### config.mk
export PLATFORM = sky130hd
export DESIGN_NAME = spi_byte_master_flat
export DESIGN_NICKNAME = d
export VERILOG_FILES = /design/src/rtl/spi_byte_master_if.sv /design/src/rtl/spi_byte_master.sv /design/src/flat_wrapper.sv
export SDC_FILE = /design/constraint.sdc
export NUM_CORES = 1
export LEC_CHECK = 0
export CORE_MARGIN = 1.5
export CORE_UTILIZATION = 58
export CTS_CLUSTER_DIAMETER = 150
export DETAILED_ROUTE_END_ITERATION = 10
export PLACE_DENSITY = 0.83
export SYNTH_ARGS = -nofsm -noshare
export SYNTH_HDL_FRONTEND = slang
export SYNTH_SLANG_ARGS = --single-unit
### constraint.sdc
create_clock -name clk -period 3.2 [get_ports clk]
set_input_delay 0.96 -clock clk [delete_from_list [all_inputs] [get_ports clk]]
set_output_delay 0.96 -clock clk [all_outputs]
set_load 0.1 [all_outputs]
### src/rtl/spi_byte_master_if.sv
// Byte handshake and SPI pin bundle for spi_byte_master; the design takes the slave modport,
// the user logic and the SPI pins together form the master side.
interface spi_byte_master_if;
   logic       tx_valid;
   logic       tx_ready;
   logic [7:0] tx_data;
   logic       rx_valid;
   logic [7:0] rx_data;
   logic       busy;
   logic       SCLK;
   logic       MOSI;
   logic       MISO;
   logic       SS;

   modport slave (
      input  tx_valid, tx_data, MISO,
      output tx_ready, rx_valid, rx_data, busy, SCLK, MOSI, SS
   );

   modport master (
      output tx_valid, tx_data, MISO,
      input  tx_ready, rx_valid, rx_data, busy, SCLK, MOSI, SS
   );
endinterface

### src/rtl/spi_byte_master.sv
// SPI mode-0 byte master: one byte per SS frame, tx_ready back 1+CS_SETUP+17*CLK_DIV+CS_GAP cycles after accept;
// tx_valid is ignored while tx_ready is low. SPI_BYTE_MASTER_BURST_EN chains bytes inside one SS low period.
module spi_byte_master #(
   parameter int CLK_DIV  = 4,
   parameter int CS_SETUP = 2,
   parameter int CS_GAP   = 2
) (
   input logic               clk,
   input logic               reset_n,
   spi_byte_master_if.slave  bus
);

   generate
      if (CLK_DIV < 2 || CLK_DIV > 255) begin : g_bad_clk_div
         $error("CLK_DIV must be in 2..255");
      end
      if (CS_SETUP < 1 || CS_SETUP > 255) begin : g_bad_cs_setup
         $error("CS_SETUP must be in 1..255");
      end
      if (CS_GAP < 1 || CS_GAP > 255) begin : g_bad_cs_gap
         $error("CS_GAP must be in 1..255");
      end
   endgenerate

   localparam logic [7:0] DIV_LD   = 8'(CLK_DIV - 1);
   localparam logic [7:0] SETUP_LD = 8'(CS_SETUP - 1);
   localparam logic [7:0] GAP_LD   = 8'(CS_GAP - 1);

   typedef enum logic [2:0] {
      IDLE  = 3'd0,
      SETUP = 3'd1,
      SHIFT = 3'd2,
      HOLD  = 3'd3,
      GAP   = 3'd4
   } state_t;

   state_t     state, state_nxt;
   logic [7:0] div_cnt, div_nxt;
   logic [2:0] bit_cnt, bit_nxt;
   logic       sclk_q, sclk_nxt;
   logic       ss_q, ss_nxt;
   logic       ready_q, ready_nxt;
   logic       rxv_q, rxv_nxt;
   logic       samp_q, samp_nxt;
   logic [7:0] tx_sh, tx_nxt;
   logic [7:0] rx_sh, rx_sh_nxt;
   logic [7:0] rx_q, rx_nxt;
   logic       div_zero;
   logic       hold_last;
   logic       accept;

   assign div_zero  = (div_cnt == 8'd0);
   assign hold_last = (state == HOLD) && div_zero;

   // ready_q lags IDLE by one cycle, so reset release and frame end both reopen a cycle late
`ifdef SPI_BYTE_MASTER_BURST_EN
   assign bus.tx_ready = ready_q | hold_last;
`else
   assign bus.tx_ready = ready_q;
`endif

   assign accept = bus.tx_valid & bus.tx_ready;

   always_comb begin
      state_nxt = state;
      div_nxt   = div_zero ? div_cnt : div_cnt - 8'd1;
      bit_nxt   = bit_cnt;
      sclk_nxt  = sclk_q;
      ss_nxt    = ss_q;
      ready_nxt = (state == IDLE) && !accept;
      rxv_nxt   = 1'b0;
      samp_nxt  = 1'b0;
      tx_nxt    = tx_sh;
      rx_sh_nxt = samp_q ? {rx_sh[6:0], bus.MISO} : rx_sh;
      rx_nxt    = rx_q;

      case (state)
         IDLE: begin
            ss_nxt   = 1'b1;
            sclk_nxt = 1'b0;
            if (accept) begin
               state_nxt = SETUP;
               ss_nxt    = 1'b0;
               tx_nxt    = bus.tx_data;
               div_nxt   = SETUP_LD;
            end
         end

         SETUP: begin
            if (div_zero) begin
               state_nxt = SHIFT;
               div_nxt   = DIV_LD;
               bit_nxt   = 3'd0;
            end
         end

         SHIFT: begin
            if (div_zero) begin
               div_nxt = DIV_LD;
               if (!sclk_q) begin
                  sclk_nxt = 1'b1;
                  samp_nxt = 1'b1;
               end else begin
                  sclk_nxt = 1'b0;
                  if (bit_cnt == 3'd7) begin
                     state_nxt = HOLD;
                  end else begin
                     bit_nxt = bit_cnt + 3'd1;
                     tx_nxt  = {tx_sh[6:0], 1'b0};
                  end
               end
            end
         end

         HOLD: begin
            if (hold_last) begin
               rxv_nxt = 1'b1;
               rx_nxt  = rx_sh;
`ifdef SPI_BYTE_MASTER_BURST_EN
               if (accept) begin
                  state_nxt = SHIFT;
                  tx_nxt    = bus.tx_data;
                  div_nxt   = DIV_LD;
                  bit_nxt   = 3'd0;
               end else begin
                  state_nxt = GAP;
                  ss_nxt    = 1'b1;
                  div_nxt   = GAP_LD;
               end
`else
               state_nxt = GAP;
               ss_nxt    = 1'b1;
               div_nxt   = GAP_LD;
`endif
            end
         end

         GAP: begin
            if (div_zero) begin
               state_nxt = IDLE;
               tx_nxt    = 8'h00;
            end
         end

         default: begin
            state_nxt = IDLE;
            ss_nxt    = 1'b1;
            sclk_nxt  = 1'b0;
         end
      endcase
   end

   always_ff @(posedge clk or negedge reset_n) begin
      if (!reset_n) begin
         state   <= IDLE;
         div_cnt <= 8'd0;
         bit_cnt <= 3'd0;
         sclk_q  <= 1'b0;
         ss_q    <= 1'b1;
         ready_q <= 1'b0;
         rxv_q   <= 1'b0;
         samp_q  <= 1'b0;
         tx_sh   <= 8'h00;
         rx_sh   <= 8'h00;
         rx_q    <= 8'h00;
      end else begin
         state   <= state_nxt;
         div_cnt <= div_nxt;
         bit_cnt <= bit_nxt;
         sclk_q  <= sclk_nxt;
         ss_q    <= ss_nxt;
         ready_q <= ready_nxt;
         rxv_q   <= rxv_nxt;
         samp_q  <= samp_nxt;
         tx_sh   <= tx_nxt;
         rx_sh   <= rx_sh_nxt;
         rx_q    <= rx_nxt;
      end
   end

   assign bus.SCLK     = sclk_q;
   assign bus.SS       = ss_q;
   assign bus.MOSI     = tx_sh[7];
   assign bus.rx_valid = rxv_q;
   assign bus.rx_data  = rx_q;
   assign bus.busy     = (state != IDLE);

endmodule

### src/flat_wrapper.sv
// flat-port wrapper written by rule: the top's interface ports become plain ports
module spi_byte_master_flat 
#(
   parameter int CLK_DIV  = 4,
   parameter int CS_SETUP = 2,
   parameter int CS_GAP   = 2
)
  (clk, reset_n, bus_tx_valid, bus_tx_data, bus_MISO, bus_tx_ready, bus_rx_valid, bus_rx_data, bus_busy, bus_SCLK, bus_MOSI, bus_SS);
  spi_byte_master_if bus_i ();
  input logic clk;
  input logic reset_n;
  input wire logic [$bits(bus_i.tx_valid)-1:0] bus_tx_valid;
  input wire logic [$bits(bus_i.tx_data)-1:0] bus_tx_data;
  input wire logic [$bits(bus_i.MISO)-1:0] bus_MISO;
  output wire logic [$bits(bus_i.tx_ready)-1:0] bus_tx_ready;
  output wire logic [$bits(bus_i.rx_valid)-1:0] bus_rx_valid;
  output wire logic [$bits(bus_i.rx_data)-1:0] bus_rx_data;
  output wire logic [$bits(bus_i.busy)-1:0] bus_busy;
  output wire logic [$bits(bus_i.SCLK)-1:0] bus_SCLK;
  output wire logic [$bits(bus_i.MOSI)-1:0] bus_MOSI;
  output wire logic [$bits(bus_i.SS)-1:0] bus_SS;
  assign bus_i.tx_valid = bus_tx_valid;
  assign bus_i.tx_data = bus_tx_data;
  assign bus_i.MISO = bus_MISO;
  assign bus_tx_ready = bus_i.tx_ready;
  assign bus_rx_valid = bus_i.rx_valid;
  assign bus_rx_data = bus_i.rx_data;
  assign bus_busy = bus_i.busy;
  assign bus_SCLK = bus_i.SCLK;
  assign bus_MOSI = bus_i.MOSI;
  assign bus_SS = bus_i.SS;
  spi_byte_master #(.CLK_DIV(CLK_DIV), .CS_SETUP(CS_SETUP), .CS_GAP(CS_GAP)) u_core (.clk(clk), .reset_n(reset_n), .bus(bus_i));
endmodule
# After elaboration in Yosys (flattened, before gate mapping)
# Index checks and enable logic that the tools add are counted.
# totals
reg_bits	43
elab_cells	79
# op_classes
addsub	2
n_eq_ne	13
mux	33
n_reduce_logical	17
bitwise	3
# op_table
op	n
$mux W8	9
$pmux W8 S3	2
$mux W3	10
$pmux W3 S5	1
$ne A2 B1 Y1 const B	7
$logic_not A8 Y1	1
$mux W1	8
$sub A8 B1 Y8 const B	1
$reduce_and A7 Y1	1
$eq A3 B2 Y1 const B	2
$eq A3 B3 Y1 const B	2
$pmux W3 S2	1
$reduce_and A2 Y1	3
$reduce_and A6 Y1	1
$reduce_bool A3 Y1	2
$reduce_or A3 Y1	2
$reduce_and A5 Y1	1
$add A3 B1 Y3 const B	1
$eq A3 B1 Y1 const B	1
$logic_not A3 Y1	1
$pmux W1 S3	1
$logic_and A1 B1 Y1	2
$ne A2 B2 Y1 const B	1
$not A1 Y1	2
other kinds (5)	5

# Depth between registers and ports, before layout
# Gate-level depths: netlist (run 1).
# depth
ltp_word	5
depth_mapped	10
depth_no_buf	9

# Least setup slack after synthesis (run 1)
# OpenSTA, ideal clock, no wires.
# synth_path
path_type	reg-to-output
start	reg u_core.state[0]
end	out bus_busy
path_stages_with_launch	3
arrival_ps	1299
slack_ps	941
required_time_ps	2240
path_cell_list	dfrtp_1 > clkbuf_1 > or3_1
# synth_between
elab_chain_cells	1
# synth_lines
element	line_no	rtl
start: declaration	spi_byte_master.sv:37	state_t state, state_nxt;
start signal: assignment	spi_byte_master.sv:167	state <= state_nxt;
$reduce_bool A3 Y1	spi_byte_master.sv:186	assign bus.busy = (state != IDLE);
end: declaration	flat_wrapper.sv:18	output wire logic [$bits(bus_i.busy)-1:0] bus_busy;
# No other way between the ends.

# Worst setup path after layout (run 1)
# Ends and elaborated chain as after synthesis.

==> results of run 1 <==
## sequential cells by signal (all words and copies together), names as in the netlist
name and cells:
u_core.bus.rx_data 8, u_core.div_cnt 8, u_core.rx_sh 8, u_core.tx_sh 8, u_core.bit_cnt 3, u_core.state 3
u_core.bus.SCLK 1, u_core.bus.SS 1, u_core.bus.rx_valid 1, u_core.bus.tx_ready 1, u_core.samp_q 1
## per-layer routing
| metal | vias to the layer above | global-route usage, % | part of all wire [%] |
|---|---|---|---|
| li1 | 651 | - | - |
| met4 | 0 | 7.903 | 1.6 |
| met1 | 664 | 26.01 | 42 |
| met5 | - | 0 | 0 |
| met2 | 27 | 37.14 | 52 |
| met3 | 4 | 7.039 | 3.7 |
## layout make-up
class                   count  area share, %
flip-flops and latches     43          46.12
multi-input cells         111          37.81
repair buffers             26          9.320
well taps                  46          2.464
clock inverters             3          1.875
clock buffers               5          1.607
inverters                   5         0.8034
## logic make-up (layout without fill, tap and decap cells)
kind of cell    Yosys count  after routing
fa+ha+maj                 4              4
mux                      25             25
simple gates             46             46
compound gates           28             28
xor+xnor                  8              8
buf+inv                  12             39
flops                    43             43
## how the worst min path moves through the flow
stage,startpoint,slack (ns),to,depth (start not counted)
6_report,u_core.bus.SS,0.50,u_core.bus.SS,2
5_1_grt,u_core.bus.SS,0.51,u_core.bus.SS,2
4_1_cts,u_core.bus.SS,0.50,u_core.bus.SS,2
3_5_place_dp,u_core.bus.SS,0.47,u_core.bus.SS,2
3_3_place_gp,u_core.bus.SS,0.47,u_core.bus.SS,2
2_1_floorplan,u_core.tx_sh[0],0.46,u_core.tx_sh[0],1
## stage by stage
step	instance area [sq um]	hold WS [ns]
final	2336	0.5016
after detailed placement	2255	0.4747
after CTS	2336	0.5039
after global routing	2336	0.5100
after global placement	2255	0.4724
after floorplan	2011	0.4633
## layout by cell type (no fill, tap or decap), drive strengths merged, types with 3 or more instances in the layout
master and count:
buf 16, clkbuf 5, a21oi 4, ha 4
inv 5, nor3b 3, nor3 4, mux2 24
dfrtp 42, nor2 13, nand2 6, a22o 9
clkdlybuf4s50 10, xnor2 6, nand3 4
## worst max-delay path, stage by stage, from the launching register on
cell and delay, ns:
dfrtp_1 0.58, or3_1 0.49, buf_4 0.26
## where the power goes
group          switching [mW]  internal, mW
registers               0.136         0.679
clock network           0.181         0.164
logic                   0.463         0.289
==> run metrics, run 1 <==
hold_buf cts=0; ratio of cells with drive above 1 in the final layout=29.53%; Post-CTS Setup Inserts=0; post-synth cell types=47; CTS resizes=0; Nets=208; Synth area leaders=dfrtp_1 (52%), mux2_2 (13%), a22o_1 (3.9%); die width=61.88 um; Setup-failing EPs final=0; main combinational cell family by area after synthesis=multiplexers; fin worst setup slack=0.5423 ns; P&R area growth vs syn=16.18%; CP required=2.24 ns; Inst Count DP=231; Async SR Flop Fraction=100.0%; Die Ht=61.88 um; worst relative slew slack=38.12%; CP Launch Type=flip-flop; cts bufs inserted=5; R2R cell count=8; fillers=252; Yosys reg bits=43; area share of the largest cell type after synthesis=52.27%; Synth Area in XOR/XNOR=3.485%; Ys Warns=0; status=finished, final reports clean; minimum clock period=2.658 ns; RD Place Congestion=0.8165; Simple-Gate Fraction of Synth Area=13.01%; grt ovf=0; Post-synth top cells=dfrtp_1 (42), mux2_2 (24), nor2_1 (13), a22o_1 (9); VDD IR-drop max=0.0005138 V; Synth Flop Type=dfrtp_1; ANT nets after route=0; Mean Syn Cell Area=12.11 sq um; largest net degree at the start of global routing=44; DR pass1 iterations=5; setup TNS=0 ns; TritonCTS clock tree=done; Clock transition at path regs=0.13 ns; htree depth=2; Synth Area in Compound Gates=11.01%; maximum achievable frequency=376.3 MHz; leakage=1.099 nW; Power Total=1.912 mW; hpwl dp=2.697 mm; first-pass GRT wire length=6.051 mm; Total GRT Usage=21.85%; clock buffer depth=2; CP endpoint kind=output pin; 1st-iter DRT viols=35; Critical Path Sink=bus_busy; DRC=0; RR Startpoint=u_core.div_cnt[0]; core footprint=3337 sq um; register area share after synthesis=53.58%; IO Count=26; Max-Cap Viols=0; Root Buffer=clkbuf_4; actual slew at the worst max-slew pin=0.9281 ns; clock skew=0.01291 ns; Post-Synth Adder-Cell Area=2.489%; CP max FO=16; Rows=21; Post-Layout Cell Count=239; Mapped Cells=166; Post-Synthesis Cell Area=2011 sq um; Diodes inserted=0; Crit Path Class=flip-flop to output pin; Clk Latency, worst-skew pair=0.36 ns; top-count cell post-synth=dfrtp_1; DR vias=1,346; vias in the first global route=1,373; WP data arrival=1.70 ns; Worst Setup SP=u_core.state[0]; worst slack, placed=0.6435 ns; Post-Synthesis Net Count=182; drt wl/cell=15.51 um; cell area power density=818.4 nW/um^2; Tcrit/Tclk final=83.05%; mux contribution to synthesized area=13.94%; endpoints failing hold=0; RSZ-0062 raised after global routing=false; area leader, netlist=dfrtp_1; Sequential Area=1077 sq um; Reg-to-Reg End=u_core.div_cnt[0]; Reg2Reg Setup Slack=1.00 ns; Worst Hold Class=flip-flop to flip-flop; DRT Wirelength=3.708 mm; multi-input logic area=883.3 sq um; initial antenna violation count=0; initial core utilization=60.25%; Port Buffers=25; end-of-flow core utilization=70.00%; Post-synth EDFFs=0; Die ar.=3829 sq um; clk sinks=43; Slew Limit Fails=0; Via density=5.632
No activity file was read; power rests on OpenSTA's default activity.
==> run 2: changes to the inputs <==
CORE_UTILIZATION = 49   (was 58)
PLACE_DENSITY = 0.75   (was 0.83)
clock period = 2.2 ns   (was 3.2 ns; I/O delays follow)
==> run 2 against run 1 <==
Clock skew decreased by 0.0024 ns. Hold slack got worse by 0.19 ns. Global-route usage shrank 2.6 points. Design area increased by 7.2%. Utilization decreased by 7.0 points. Critical path depth stayed put. Critical path type unchanged. Largest power group unchanged.
==> run metrics, run 2 (same netlist as run 1, synthesis figures left out) <==
Root Buffer=clkbuf_8; RSZ-0062 raised after global routing=false; worst relative slew slack=66.35% (+28 points); Nets=214 (+2.9%); Diodes inserted=0 (unchanged); CP bufs+invs=1 (unchanged); IO Count=26 (unchanged); RD Place Congestion=0.7482 (-8.4%); CP Launch Type=flip-flop; DRC=0 (unchanged); cts bufs inserted=5 (unchanged); Slew Limit Fails=0 (unchanged); end-of-flow core utilization=63.04% (-7.0 points); htree depth=2 (unchanged); Post-CTS Setup Inserts=0 (unchanged); crit-path max cell delay=0.48 ns (-0.10 ns); largest net degree at the start of global routing=24 (-45%); DR vias=1,379 (+2.5%); actual slew at the worst max-slew pin=0.5047 ns (-0.4234 ns); CP max FO=12 (-4); DRT Wirelength=3.802 mm (+2.5%); most frequent cells in the layout=dfrtp_1 (39), mux2_2 (24), buf_4 (16); VDD IR-drop max=0.0008510 V (+66%); crit-path cells=or3_1, buf_12; Rows=23 (+9.5%); Die ar.=4496 sq um (+17%); CP endpoint kind=output pin; minimum clock period=2.127 ns; Tcrit/Tclk final=96.69%; vias in the first global route=1,405 (+2.3%); Max-Cap Viols=0 (unchanged); drt wl/cell=15.27 um (-1.6%); Clk Latency, worst-skew pair=0.30 ns (-0.06 ns); fillers=321 (+27%); clock buffer depth=2 (unchanged); maximum achievable frequency=470.1 MHz; hpwl dp=2.740 mm (+1.6%); initial antenna violation count=0 (unchanged); die width=67.06 um (+8.4%); clock skew=0.01054 ns (-0.002369 ns); setup TNS=0 ns (unchanged); Setup-failing EPs final=0 (unchanged); RR Startpoint=u_core.bit_cnt[0]; TritonCTS clock tree=done; Worst Hold Class=input pin to async pin; ANT nets after route=0 (unchanged); clk sinks=43 (unchanged); Clock transition at path regs=0.08 ns (-0.05 ns); CP delay by family, top=flip-flops; WP data arrival=1.47 ns (-0.23 ns); Sequential Area=1081 sq um (+0.35%); initial core utilization=50.63% (-9.6 points); leakage=1.168 nW (+6.3%); Reg-to-Reg End=u_core.tx_sh[7]; DR pass1 iterations=4 (-1); cell area power density=1212 nW/um^2 (+48%); commonest non-fill, non-tap cell in the layout=dfrtp_1; multi-input logic area=903.4 sq um (+2.3%); Via density=5.538 (-1.7%); CP required=1.54 ns (-0.70 ns); grt ovf=0 (unchanged); Reg2Reg Setup Slack=0.10 ns (-0.90 ns); status=finished, final reports clean; P&R area growth vs syn=24.52%; R2R cell count=6 (-2); Total GRT Usage=19.23% (-2.6 points); 1st-iter DRT viols=46 (+31%); core footprint=3971 sq um (+19%); Port Buffers=25 (unchanged); endpoints failing hold=0 (unchanged); Power Total=3.034 mW (+59%); first-pass GRT wire length=6.306 mm (+4.2%); Die Ht=67.06 um (+8.4%); slowest stage cell, crit path=dfrtp_2; ratio of cells with drive above 1 in the final layout=33.67% (+4.1 points); Crit Path Class=flip-flop to output pin
## run 2: cell types whose count changed in the layout (fill, tap and decap cells not counted)
cell      delta
buf_12       +5
clkbuf_4     -5
clkbuf_8     +5
dfrtp_1      -3
dfrtp_2      +3
a221oi_2     -1
a221oi_4     +1
and2_1       -1
and2_2       +1
buf_4        +1
o21ai_2      -1
o21ai_4      +1
## run 2: layout make-up
| cell class | instances | area share [%] |
|---|---|---|
| Clock buffer | 5 | 2.749 |
| Timing Repair Buffer | 32 | 12.99 |
| Inverter | 5 | 0.7496 |
| Sequential cell | 43 | 43.18 |
| Clock inverter | 3 | 1.749 |
| Tap cell | 50 | 2.499 |
| Multi-Input combinational cell | 111 | 36.08 |
## run 2: routing by layer
metal	vias up	global-route usage [%]	wire length, um
met5	-	0	0
met4	0	9.439	85
met3	9	4.561	130
met2	27	31.93	1936
met1	680	23.20	1650
li1	663	-	-
## run 2: worst max-delay path by stage
stage	slack, ns	cells after the start	from	to
6_report	0.07	2	u_core.state[2]	bus_busy
5_1_grt	0.01	6	u_core.bit_cnt[0]	u_core.tx_sh[3]
4_1_cts	0.03	2	u_core.state[1]	bus_busy
3_5_place_dp	-0.04	5	bus_tx_valid	u_core.tx_sh[7]
3_3_place_gp	0.01	5	bus_tx_valid	u_core.tx_sh[3]
2_1_floorplan	0.13	4	u_core.bus.tx_ready	u_core.tx_sh[7]
## run 2: power breakdown
group | switching [mW] | internal [mW] | total (mW) | leakage [nW]
Combinational | 0.674 | 0.520 | 1.19 | 0.552
Sequential | 0.227 | 0.992 | 1.22 | 0.559
Clock | 0.284 | 0.338 | 0.622 | 0.0581
Total | 1.18 | 1.85 | 3.03 | 1.17
## run 2: worst register-to-register path, stage by stage, from the launching register on
cell and delay (ns):
dfrtp_1 0.40, ha_1 0.21, ha_1 0.21, or3b_1 0.40, a221oi_4 0.31, o21ai_4 0.16, mux2_2 0.31
## run 2: timing repair
action,in CTS,in global routing
hold endpoints to repair,0,0
endpoints found under the setup margin,0,9
hold buffers,0,0
gates resized for setup,0,5
## run 2: metrics by stage
stage | worst slack (ns) | cell area (sq um) | instances | hold slack, ns
finish | 0.07289 | 2504 | 249 | 0.3157
global route | 0.01498 | 2504 | 249 | 0.3406
CTS | 0.02664 | 2481 | 249 | 0.3381
detailed placement | -0.04454 | 2369 | 241 | 0.4944
global placement | 0.01348 | 2369 | 241 | 0.4721
floorplan | 0.1271 | 2012 | 166 | 0.3644
==> run 3: changes to the inputs <==
CTS_CLUSTER_DIAMETER = 100   (was 150)
clock period = 1.9 ns   (was 2.2 ns; I/O delays follow)
==> run 3 against run 2 <==
The run now ends with negative setup slack left. Cell count grew 7.6%. Design area grew 12%. Routed wire length grew 10%. Utilization grew 7.6 points. Clock skew shrank 0.0057 ns. Clock power grew 13%. Combinational power grew 43%. Non-clock buffer count grew 19. Worst setup slack lost 0.19 ns. Global-route usage grew 2.6 points. Total power grew 24%. Critical path type is now flip-flop to flip-flop.
==> run metrics, run 3 (same netlist as run 1, synthesis figures left out) <==
status=complete, but fails checks; failing checks=negative setup slack; Inst Count DP=256 (+6.2%); core footprint=3971 sq um (unchanged); 1st-iter DRT viols=57 (+24%); Sw Ratio=38.49% (-0.55 points); DR vias=1,505 (+9.1%); endpoints failing hold=0 (unchanged); Highest Signal Layer=met4; Metal-1 WL=1.679 mm (+1.8%); clk sinks=43 (unchanged); clock buffer depth=2 (unchanged); VDD IR-drop max=0.0009469 V (+11%); Reg-to-Reg End=u_core.tx_sh[1]; Root Buffer=clkbuf_8; Tcrit/Tclk final=106.3%; hold_buf cts=0 (unchanged); commonest non-fill, non-tap cell in the layout=dfrtp_1; Post-Layout Cell Count=268 (+7.6%); crit-path max cell delay=0.39 ns (-0.09 ns); CP endpoint kind=flip-flop; fin worst setup slack=-0.1198 ns (-0.1927 ns); most frequent cells in the layout=dfrtp_1 (37), buf_4 (26), mux2_2 (23); CP required=2.09 ns (+0.55 ns); actual slew at the worst max-slew pin=0.6205 ns (+0.1158 ns); met3 WL=165 um (+27%); fillers=286 (-11%); Reg2Reg Setup Slack=-0.12 ns (-0.22 ns); minimum clock period=2.020 ns; DRT Wirelength=4.193 mm (+10%); cts bufs inserted=5 (unchanged); Worst Hold Class=input pin to async pin; crit-path cells=ha_2, ha_4, or3b_4, a221oi_4, o21ai_4, mux2_4; Crit Path Class=flip-flop to flip-flop; R2R cell count=6 (unchanged); initial core utilization=50.63% (unchanged); Die Ht=67.06 um (unchanged); ratio of cells with drive above 1 in the final layout=43.12% (+9.5 points); leakage=1.290 nW (+10%); CP max FO=8 (-4); NetSw=1.449 mW (+22%); TritonCTS clock tree=done; RD Place Congestion=0.8504 (+14%); htree depth=2 (unchanged); Power Total=3.764 mW (+24%); largest net degree at the start of global routing=29 (+21%); grt ovf=0 (unchanged); clock skew=0.004852 ns (-0.005686 ns); clock share of power=18.6% (-1.9 points); Die ar.=4496 sq um (unchanged); setup TNS=-0.6794 ns (-0.6794 ns); first-pass GRT wire length=7.072 mm (+12%); RSZ-0062 raised after global routing=true; Clock transition at path regs=0.08 ns (about the same); design internal power=2.315 mW (+25%); cell area power density=1341 nW/um^2 (+11%); Nets=233 (+8.9%); worst slack, placed=-0.2238 ns (-0.1792 ns); Total GRT Usage=21.86% (+2.6 points); Via density=5.616 (+1.4%); slowest stage cell, crit path=dfrtp_1; ANT nets after route=0 (unchanged); initial antenna violation count=0 (unchanged); IO Count=26 (unchanged); Design Area, Final=2806 sq um (+12%); hpwl dp=3.185 mm (+16%); drt wl/cell=15.65 um (+2.5%); CP Launch Type=flip-flop; Sequential Area=1086 sq um (+0.46%); worst relative slew slack=58.63% (-7.7 points); WP data arrival=2.21 ns (+0.74 ns); DR pass1 iterations=4 (unchanged); maximum achievable frequency=495.1 MHz; multi-input logic area=945.9 sq um (+4.7%); vias in the first global route=1,550 (+10%); Seq pwr share=36.2% (-4.0 points); Port Buffers=25 (unchanged); Diodes inserted=0 (unchanged); Comb pwr share=45.2% (+5.9 points); Slew Limit Fails=0 (unchanged); Rows=23 (unchanged); DP Area=2621 sq um (+11%); WL met2=2.246 mm (+16%); Clk Latency, worst-skew pair=0.30 ns (about the same); RR Startpoint=u_core.bit_cnt[0]; Max-Cap Viols=0 (unchanged); P&R area growth vs syn=39.58%; DRC=0 (unchanged); Setup-failing EPs final=8 (+8); die width=67.06 um (unchanged)
-- run 3: cell count changes in the layout (fill, tap and decap cells not counted), sizes merged --
cell  change
buf      +19
-- run 3: power by group through the flow --
| stage | Sequential [mW] | Combinational (mW) | Clock (mW) |
|---|---|---|---|
| after detailed placement | 1.39 | 1.58 | 0 |
| after floorplan | 1.57 | 0.810 | 0 |
| after global placement | 1.36 | 1.51 | 0 |
| final | 1.36 | 1.70 | 0.701 |
| after global routing | 1.39 | 1.82 | 0.763 |
| after CTS | 1.36 | 1.64 | 0.723 |
-- run 3: area by class of cell --
class                      instances  share of cell area (%)
tap                               50                   2.229
sequential                        43                   38.70
multi-input combinational        111                   33.70
clock inverter                     3                   1.560
inverter                           5                  0.6687
timing repair buffer              51                   20.69
clock buffer                       5                   2.452
-- run 3: what timing repair did --
item	CTS	global route
resized for setup	6	5
pin swaps	0	2
setup endpoints to repair	9	15
buffers inserted	2	2
-- run 3: metal layers --
metal / global-route usage (%) / up-vias
li1: - / 700
met1: 25.14 / 762
met2: 37.00 / 33
met3: 7.264 / 10
met4: 9.184 / 0
met5: 0 / -
-- run 3: worst max path at each step --
| stage | start | depth (start not counted) | end |
|---|---|---|---|
| 6_report | u_core.bit_cnt[0] | 6 | u_core.tx_sh[1] |
| 5_1_grt | u_core.bit_cnt[0] | 6 | u_core.tx_sh[1] |
| 4_1_cts | u_core.bit_cnt[0] | 6 | u_core.tx_sh[1] |
| 3_5_place_dp | bus_tx_valid | 5 | u_core.tx_sh[1] |
| 3_3_place_gp | bus_tx_valid | 5 | u_core.tx_sh[1] |
| 2_1_floorplan | u_core.bit_cnt[0] | 6 | u_core.tx_sh[1] |
-- run 3: critical path: cells and delay by family, from the launching register on --
| kind | cells | cell delay (ns) |
|---|---|---|
| AOI/OAI and AO/OA | 2 | 0.45 |
| DFF | 1 | 0.39 |
| and+or+nand+nor | 1 | 0.38 |
| adders and majority gates | 2 | 0.36 |
| muxes | 1 | 0.32 |
-- run 3: metrics by stage --
| step | hold slack (ns) | util, % |
|---|---|---|
| floorplan | 0.2744 | - |
| global placement | 0.4820 | 66.01 |
| detailed placement | 0.4896 | 66.01 |
| CTS | 0.2786 | 69.85 |
| global route | 0.3113 | 70.67 |
| finish | 0.2768 | 70.67 |
